===== config.mk =====
export PLATFORM = sky130hd
export DESIGN_NAME = load_store_unit
export DESIGN_NICKNAME = d
export VERILOG_FILES = /design/src/rtl/load_store_unit.sv
export SDC_FILE = /design/constraint.sdc
export NUM_CORES = 1
export LEC_CHECK = 0
export CORE_UTILIZATION = 39
export CTS_CLUSTER_SIZE = 20
export DETAILED_ROUTE_END_ITERATION = 7
export PLACE_DENSITY = 0.86
export SYNTH_ARGS = -nofsm -noshare
export SYNTH_HDL_FRONTEND = slang
export SYNTH_SLANG_ARGS = --single-unit

===== constraint.sdc =====
create_clock -name clk -period 1.6 [get_ports clk]
set_input_delay 0.32 -clock clk [delete_from_list [all_inputs] [get_ports clk]]
set_output_delay 0.32 -clock clk [all_outputs]
set_load 0.1 [all_outputs]

===== src/rtl/load_store_unit.sv =====
// Load/store unit: memory stage behind the ALU. Accepts one load or store
// request at a time and issues a single word-addressed memory access with
// byte enables and a req/ack handshake. Load data is aligned and sign- or
// zero-extended for writeback. A bounded ack timeout turns a stuck access
// into an error response.
// Optional feature macro: MISALIGN_TRAP_EN (misaligned half/word accesses
// are reported as errors instead of being forced to natural alignment).
module load_store_unit #(
  parameter int unsigned TIMEOUT_CYCLES = 255
) (
  input  logic        clk,
  input  logic        rst,
  input  logic        req_valid,
  output logic        req_ready,
  input  logic        is_store,
  input  logic [2:0]  funct3,
  input  logic [31:0] addr,
  input  logic [31:0] store_data,
  output logic        mem_req,
  output logic        mem_we,
  output logic [31:0] mem_addr,
  output logic [3:0]  mem_be,
  output logic [31:0] mem_wdata,
  input  logic        mem_ack,
  input  logic [31:0] mem_rdata,
  output logic        resp_valid,
  output logic [31:0] load_data,
  output logic        resp_err
);

  typedef enum logic [1:0] {IDLE, ACCESS, RESP} state_t;

  // Last ACCESS cycle before the wait is abandoned.
  localparam logic [7:0] LIMIT = 8'(TIMEOUT_CYCLES - 1);

  state_t      state_q, state_d;
  logic [7:0]  cnt_q, cnt_d;
  logic        st_q, st_d;
  logic [2:0]  f3_q, f3_d;
  logic [1:0]  a_q, a_d;
  logic        mem_req_q, mem_req_d;
  logic        mem_we_q, mem_we_d;
  logic [31:0] mem_addr_q, mem_addr_d;
  logic [3:0]  mem_be_q, mem_be_d;
  logic [31:0] mem_wdata_q, mem_wdata_d;
  logic [31:0] load_data_q, load_data_d;
  logic        resp_err_q, resp_err_d;
  logic        legal, misalign;

  function automatic logic is_legal(input logic st, input logic [2:0] f3);
    if (st) return (f3 == 3'b000) || (f3 == 3'b001) || (f3 == 3'b010);
    return (f3 == 3'b000) || (f3 == 3'b001) || (f3 == 3'b010) ||
           (f3 == 3'b100) || (f3 == 3'b101);
  endfunction

  // Size lives in funct3[1:0]; halfword lane uses a[1] only, word uses none.
  function automatic logic [3:0] lane_mask(input logic [2:0] f3, input logic [1:0] a);
    case (f3[1:0])
      2'b00:   return 4'b0001 << a;
      2'b01:   return 4'b0011 << {a[1], 1'b0};
      default: return 4'b1111;
    endcase
  endfunction

  function automatic logic [31:0] lane_data(input logic [2:0] f3, input logic [31:0] d);
    case (f3[1:0])
      2'b00:   return {4{d[7:0]}};
      2'b01:   return {2{d[15:0]}};
      default: return d;
    endcase
  endfunction

  function automatic logic [31:0] extract(input logic [2:0] f3, input logic [1:0] a,
                                          input logic [31:0] rd);
    logic [31:0] b, h;
    b = rd >> {a, 3'b000};
    h = rd >> {a[1], 4'b0000};
    case (f3)
      3'b000:  return {{24{b[7]}}, b[7:0]};
      3'b100:  return {24'h0, b[7:0]};
      3'b001:  return {{16{h[15]}}, h[15:0]};
      3'b101:  return {16'h0, h[15:0]};
      default: return rd;
    endcase
  endfunction

  // Classify the incoming request: legality and (optionally) alignment.
  always_comb begin
    legal = is_legal(is_store, funct3);
`ifdef MISALIGN_TRAP_EN
    misalign = ((funct3[1:0] == 2'b01) && addr[0]) ||
               ((funct3[1:0] == 2'b10) && (addr[1:0] != 2'b00));
`else
    misalign = 1'b0;
`endif
  end

  // Next-state and registered-output logic for IDLE -> ACCESS -> RESP.
  always_comb begin
    state_d     = state_q;
    cnt_d       = cnt_q;
    st_d        = st_q;
    f3_d        = f3_q;
    a_d         = a_q;
    mem_req_d   = mem_req_q;
    mem_we_d    = mem_we_q;
    mem_addr_d  = mem_addr_q;
    mem_be_d    = mem_be_q;
    mem_wdata_d = mem_wdata_q;
    load_data_d = load_data_q;
    resp_err_d  = resp_err_q;
    case (state_q)
      IDLE: begin
        if (req_valid) begin
          st_d = is_store;
          f3_d = funct3;
          a_d  = addr[1:0];
          if (!legal || misalign) begin
            state_d     = RESP;
            resp_err_d  = 1'b1;
            load_data_d = 32'h0;
          end else begin
            state_d     = ACCESS;
            cnt_d       = 8'h0;
            mem_req_d   = 1'b1;
            mem_we_d    = is_store;
            mem_addr_d  = {addr[31:2], 2'b00};
            mem_be_d    = lane_mask(funct3, addr[1:0]);
            mem_wdata_d = is_store ? lane_data(funct3, store_data) : 32'h0;
          end
        end
      end
      ACCESS: begin
        // Ack wins over the timeout when both land in the same cycle.
        if (mem_ack) begin
          state_d     = RESP;
          mem_req_d   = 1'b0;
          mem_we_d    = 1'b0;
          mem_be_d    = 4'h0;
          resp_err_d  = 1'b0;
          load_data_d = st_q ? 32'h0 : extract(f3_q, a_q, mem_rdata);
        end else if (cnt_q == LIMIT) begin
          state_d     = RESP;
          mem_req_d   = 1'b0;
          mem_we_d    = 1'b0;
          mem_be_d    = 4'h0;
          resp_err_d  = 1'b1;
          load_data_d = 32'h0;
        end else begin
          cnt_d = cnt_q + 8'h1;
        end
      end
      RESP:    state_d = IDLE;
      default: state_d = IDLE;
    endcase
  end

  // State register; reset also aborts any access in flight.
  always_ff @(posedge clk) begin
    if (rst) begin
      state_q     <= IDLE;
      cnt_q       <= 8'h0;
      st_q        <= 1'b0;
      f3_q        <= 3'h0;
      a_q         <= 2'h0;
      mem_req_q   <= 1'b0;
      mem_we_q    <= 1'b0;
      mem_addr_q  <= 32'h0;
      mem_be_q    <= 4'h0;
      mem_wdata_q <= 32'h0;
      load_data_q <= 32'h0;
      resp_err_q  <= 1'b0;
    end else begin
      state_q     <= state_d;
      cnt_q       <= cnt_d;
      st_q        <= st_d;
      f3_q        <= f3_d;
      a_q         <= a_d;
      mem_req_q   <= mem_req_d;
      mem_we_q    <= mem_we_d;
      mem_addr_q  <= mem_addr_d;
      mem_be_q    <= mem_be_d;
      mem_wdata_q <= mem_wdata_d;
      load_data_q <= load_data_d;
      resp_err_q  <= resp_err_d;
    end
  end

  assign req_ready  = (state_q == IDLE);
  assign resp_valid = (state_q == RESP);
  assign mem_req    = mem_req_q;
  assign mem_we     = mem_we_q;
  assign mem_addr   = mem_addr_q;
  assign mem_be     = mem_be_q;
  assign mem_wdata  = mem_wdata_q;
  assign load_data  = load_data_q;
  assign resp_err   = resp_err_q;

endmodule

======== After elaboration in Yosys (flattened, before gate mapping) ========
Cells that the tools add are included.
W data, S select, Z words.
word-level totals
  flip-flop bits (word level) ............. 117
  input bits .............................. 104
  output and inout bits ................... 105
cells by class
  add/subtract/negate cells ............... 1
  equal/unequal tests ..................... 17
  shifts and indexed selects .............. 4
  multiplexer cells ....................... 41
  reduce and logical (&&, ||, !) cells .... 15
operators with widths
  kind                   count
  $mux W32               6
  $pmux W32 S2           2
  $pmux W32 S4           1
  $mux W8                4
  $shr A32 B5 Y16        1
  $shr A32 B5 Y8         1
  $mux W4                4
  $pmux W4 S2            2
  $pmux W8 S2            1
  $mux W1                13
  $eq A3 B3 Y1 const B   4
  $add A8 B1 Y8 const B  1
  $eq A8 B8 Y1 const B   1
  $mux W2                4
  $ne A2 B2 Y1 const B   4
  $reduce_and A4 Y1      2
  $eq A3 B1 Y1 const B   2
  $logic_not A3 Y1       2
  $pmux W1 S2            3
  $reduce_and A5 Y1      1
  $eq A2 B1 Y1 const B   2
  $logic_not A2 Y1       2
  $logic_or A1 B1 Y1     4
  $pmux W2 S2            1
  other kinds (9)        10

======== Longest topological paths before layout ========
  depth after elaboration ................. 9
  gate-level depth with buffers ........... 7

======== Worst setup path before layout ========
No wires, ideal clock.
  kind .................................... register -> output
  from .................................... reg state_q[1]
  to ...................................... out resp_valid
  arrival time ............................ 1.781 ns
  path slack .............................. -0.501 ns
  cell stages (with the launch flop) ...... 3
  path buffers ............................ 0
  path through ............................ dfxtp_1 -> inv_1 -> nor2_1
on the way
  cells in the longest elaborated chain, start to end .. 1
ends and longest elaborated chain
  what                    line  RTL
  from (decl)             36    state_t state_q, state_d;
  from (signal assigned)  174   state_q <= state_d;
  $eq A2 B2 Y1            190   assign resp_valid = (state_q == RESP);
  to (decl)               26    output logic resp_valid,
No other way between the ends.

======== Final worst setup path ========
  from .................................... in is_store
  to ...................................... reg mem_wdata_q[27] (netlist: mem_wdata[27])
on the way
  cells in the longest elaborated chain, start to end .. 3
ends and longest elaborated chain
  what                         line  RTL
  from (decl)                  15    input logic is_store,
  $mux W1                      51    if (st) return (f3 == 3'b000) || (f3 == 3'b001) || (f3 == 3'b010);
  $mux W1                      52    return (f3 == 3'b000) || (f3 == 3'b001) || (f3 == 3'b010) ||
  $reduce_and A3 Y1 (no line)  -
  to (signal assigned)         183   mem_wdata_q <= mem_wdata_d;
  to (decl)                    45    logic [31:0] mem_wdata_q, mem_wdata_d;
Several ways; a longest one is shown, not always the timed one.
A chain may end at the register's enable or synchronous reset.

==> results.cfg <==
[outcome]
outcome = complete, but fails checks
violations = negative setup slack

[yosys]
yosysTopAreaCell = dfxtp_1
synthMuxAreaShare_pct = 6.76
synth-compound-area-share_pct = 23.5
synth_area_leaders = dfxtp_1 45%, a21oi_1 7.9%, nand2_1 7.8%
synthAdderAreaFrac_pct = 0.478
syn_area_mm2 = 0.00524
yosys_most_used_dff = dfxtp_1
synth_cell_type_count = 50
ys_seq_area_share_pct = 44.7
synthArstFlopShare_pct = 0
synth-edff-count = 0
yosysTopAreaCellShare_pct = 44.7
syn_area_per_cell_um2 = 8.39
ys_warn_count = 0
ys_ff_latch = 117
synthXorXnorAreaFrac_pct = 0
synth_top_family_by_area = compound AO/OA/AOI/OAI gates
synthTopCellsByCount = 117 x dfxtp_1, 109 x nand2_1, 83 x a21oi_1, 31 x inv_1, 30 x clkbuf_1
yosysMostFrequentCell = dfxtp_1
synth-simple-area-share_pct = 18.0
syn_inst = 624

[route]
drtAntennaViolNets = 0
finalWirelength_um = 26400
vias = 6490
drc = 0
drtIter0Drc = 786
vias_per_cell = 6.05
drt-wirelength-per-cell_um = 24.6
first_pass_iters = 5

[power]
pwr-share-seq_pct = 30.7
leakage_nw = 4.09
ir_worst_vdd_mv = 1.06
p_per_area_mw_per_mm2 = 972
comb_power_share_pct = 27.8
p_clk_share_pct = 41.5
p_int_mw = 7.09
p_sw_mw = 3.30
p_sw_share_pct = 31.8

[global_routing]
grt_overflow_total = 0
grt_start_max_net_pins = 44
grt_pass1_wl_um = 31600
grtUsageTotal_pct = 29.2
antenna_found_initial = 0
grt_pass1_vias = 5910

[sta]
relSlewSlack_pct = 62.1
layout_min_cycle_time_ns = 1.87
rsz0062_at_grt = true
finalCritPeriodShare_pct = 117
finalHoldViolations = 0
fmax_mhz = 535
fin_ws_ns = -0.269
fin_skew_ns = 0.0137
drv_slew = 0
worst_pin_slew_ns = 0.569
setup_viol_count_final = 111

[placement]
place_area_mm2 = 0.00886
io_buffers = 206
dp_hpwl_um = 13300
placedCellCount = 1012
place_congestion = 0.824

[cts]
clock_latency_ns = 0.43
clock_sinks = 117
clockBufferDepth = 2
clk_pin_slew_ns = 0.07
ctsRootBufferMaster = clkbuf_16
numCtsBuffers = 17
htree_num_levels = 4
cts_tree = done
hold_buffers = 0

[die]
placementRows = 41
die_area_mm2 = 0.0139
design.core.area_mm2 = 0.0129
start_util_pct = 40.7
ioPinCount = 209
die_x_um = 118
die_y_um = 118

[cells_and_area]
fin_cells = 1073
layout-drive-gt1-share_pct = 39.6
diodes = 0
final_cell_area_mm2 = 0.0107
area_growth_pct = 104
fin_nets = 994

[min_path]
hold_class = in -> reg

[run]
cap_violations = 0

[critical_path]
cp.required_ns = 1.94
critPathKind = in -> reg
cp-start-kind = input pin
critPathCaptureType = flip-flop
crit_arrival_ns = 2.21
critical_path.max_fanout = 26
-- cell type report --
type,instances,area [µm²]
multi-input combinational,426,3190
timing repair buffer,295,4160
inverter,31,120
sequential,117,2350
tap,172,215
clock inverter,8,143
clock buffer,24,512
fill,553,2180
-- state kept, by name, indices dropped and copies added (netlist names) --
signal / flops
mem_wdata: 32
mem_be: 4
state_q: 2
mem_req: 1
resp_err: 1
mem_addr: 30
cnt_q: 8
load_data: 32
f3_q: 3
a_q: 2
mem_we: 1
st_q: 1
-- power by group through the flow --
stage	Clock [mW]	Sequential [mW]	Combinational (mW)
3_5_place_dp	0	3.23	2.32
5_1_grt	4.47	3.20	2.95
4_1_cts	4.24	3.17	2.45
6_report	4.32	3.19	2.89
3_3_place_gp	0	3.22	2.28
2_1_floorplan	0	3.89	0.608
-- metrics by stage --
stage               setup WS, ns  TNS, ns  total power, mW  utilization [%]  hold slack (ns)
floorplan                -0.0947    -1.96             4.50                -            0.451
global placement          -0.477   -39.42             5.51             68.8            0.467
detailed placement        -0.515   -45.17             5.56             68.8            0.482
CTS                      -0.0892    -2.14             9.87             76.0            0.377
global route              -0.292   -22.03             10.6             83.1            0.442
finish                    -0.269   -15.08             10.4             83.1            0.429
-- logic make-up (layout without fill, tap and decap cells) --
| family | count (synthesis) | count (layout) |
|---|---|---|
| DFF | 117 | 117 |
| adders and majority gates | 2 | 2 |
| and+or+nand+nor | 203 | 203 |
| AOI/OAI and AO/OA | 187 | 187 |
| buffers and inverters | 82 | 358 |
| other | 1 | 2 |
| muxes | 32 | 32 |
-- path summary, 6_finish.rpt --
check	start	to	slack, ns	cells past startpoint
max	is_store	mem_wdata[27]	-0.27	5
min	rst	load_data[7]	0.43	4
max reg2reg	state_q[0]	mem_wdata[26]	-0.25	7
min reg2reg	mem_addr[28]	mem_addr[28]	0.50	2
-- critical path, stage by stage --
cell and delay, ns:
clkdlybuf4s50_1 0.62, buf_6 0.36, o21ai_0 0.30, a211o_1 0.39, a21oi_2 0.22
-- per-layer routing --
| metal | global-route usage, % | part of all wire (%) | vias up |
|---|---|---|---|
| li1 | - | - | 2718 |
| met1 | 31.0 | 35 | 3061 |
| met2 | 51.8 | 49 | 572 |
| met3 | 10.5 | 11 | 139 |
| met4 | 12.7 | 5.9 | 0 |
| met5 | 0 | 0 | - |
-- placed cells by master (no fill, tap or decap), types with 12 or more instances in the layout --
cell / count
nand2_1: 86
buf_6: 19
nor2_1: 12
inv_1: 29
mux2_2: 17
a211o_1: 16
o22ai_1: 14
clkdlybuf4s50_1: 102
nand2b_1: 26
mux2i_1: 14
a21oi_2: 32
a21oi_1: 50
a22o_1: 28
nand2_2: 12
clkbuf_16: 25
buf_12: 114
dfxtp_1: 113
buf_4: 46
-- timing repair --
action | in CTS | in global routing
setup buffers | 8 | 13
pin swaps | 18 | 67
endpoints found under the setup margin | 58 | 111
gates cloned | 3 | 8
gates resized for setup | 38 | 142
(Power assumes the default switching activity.)
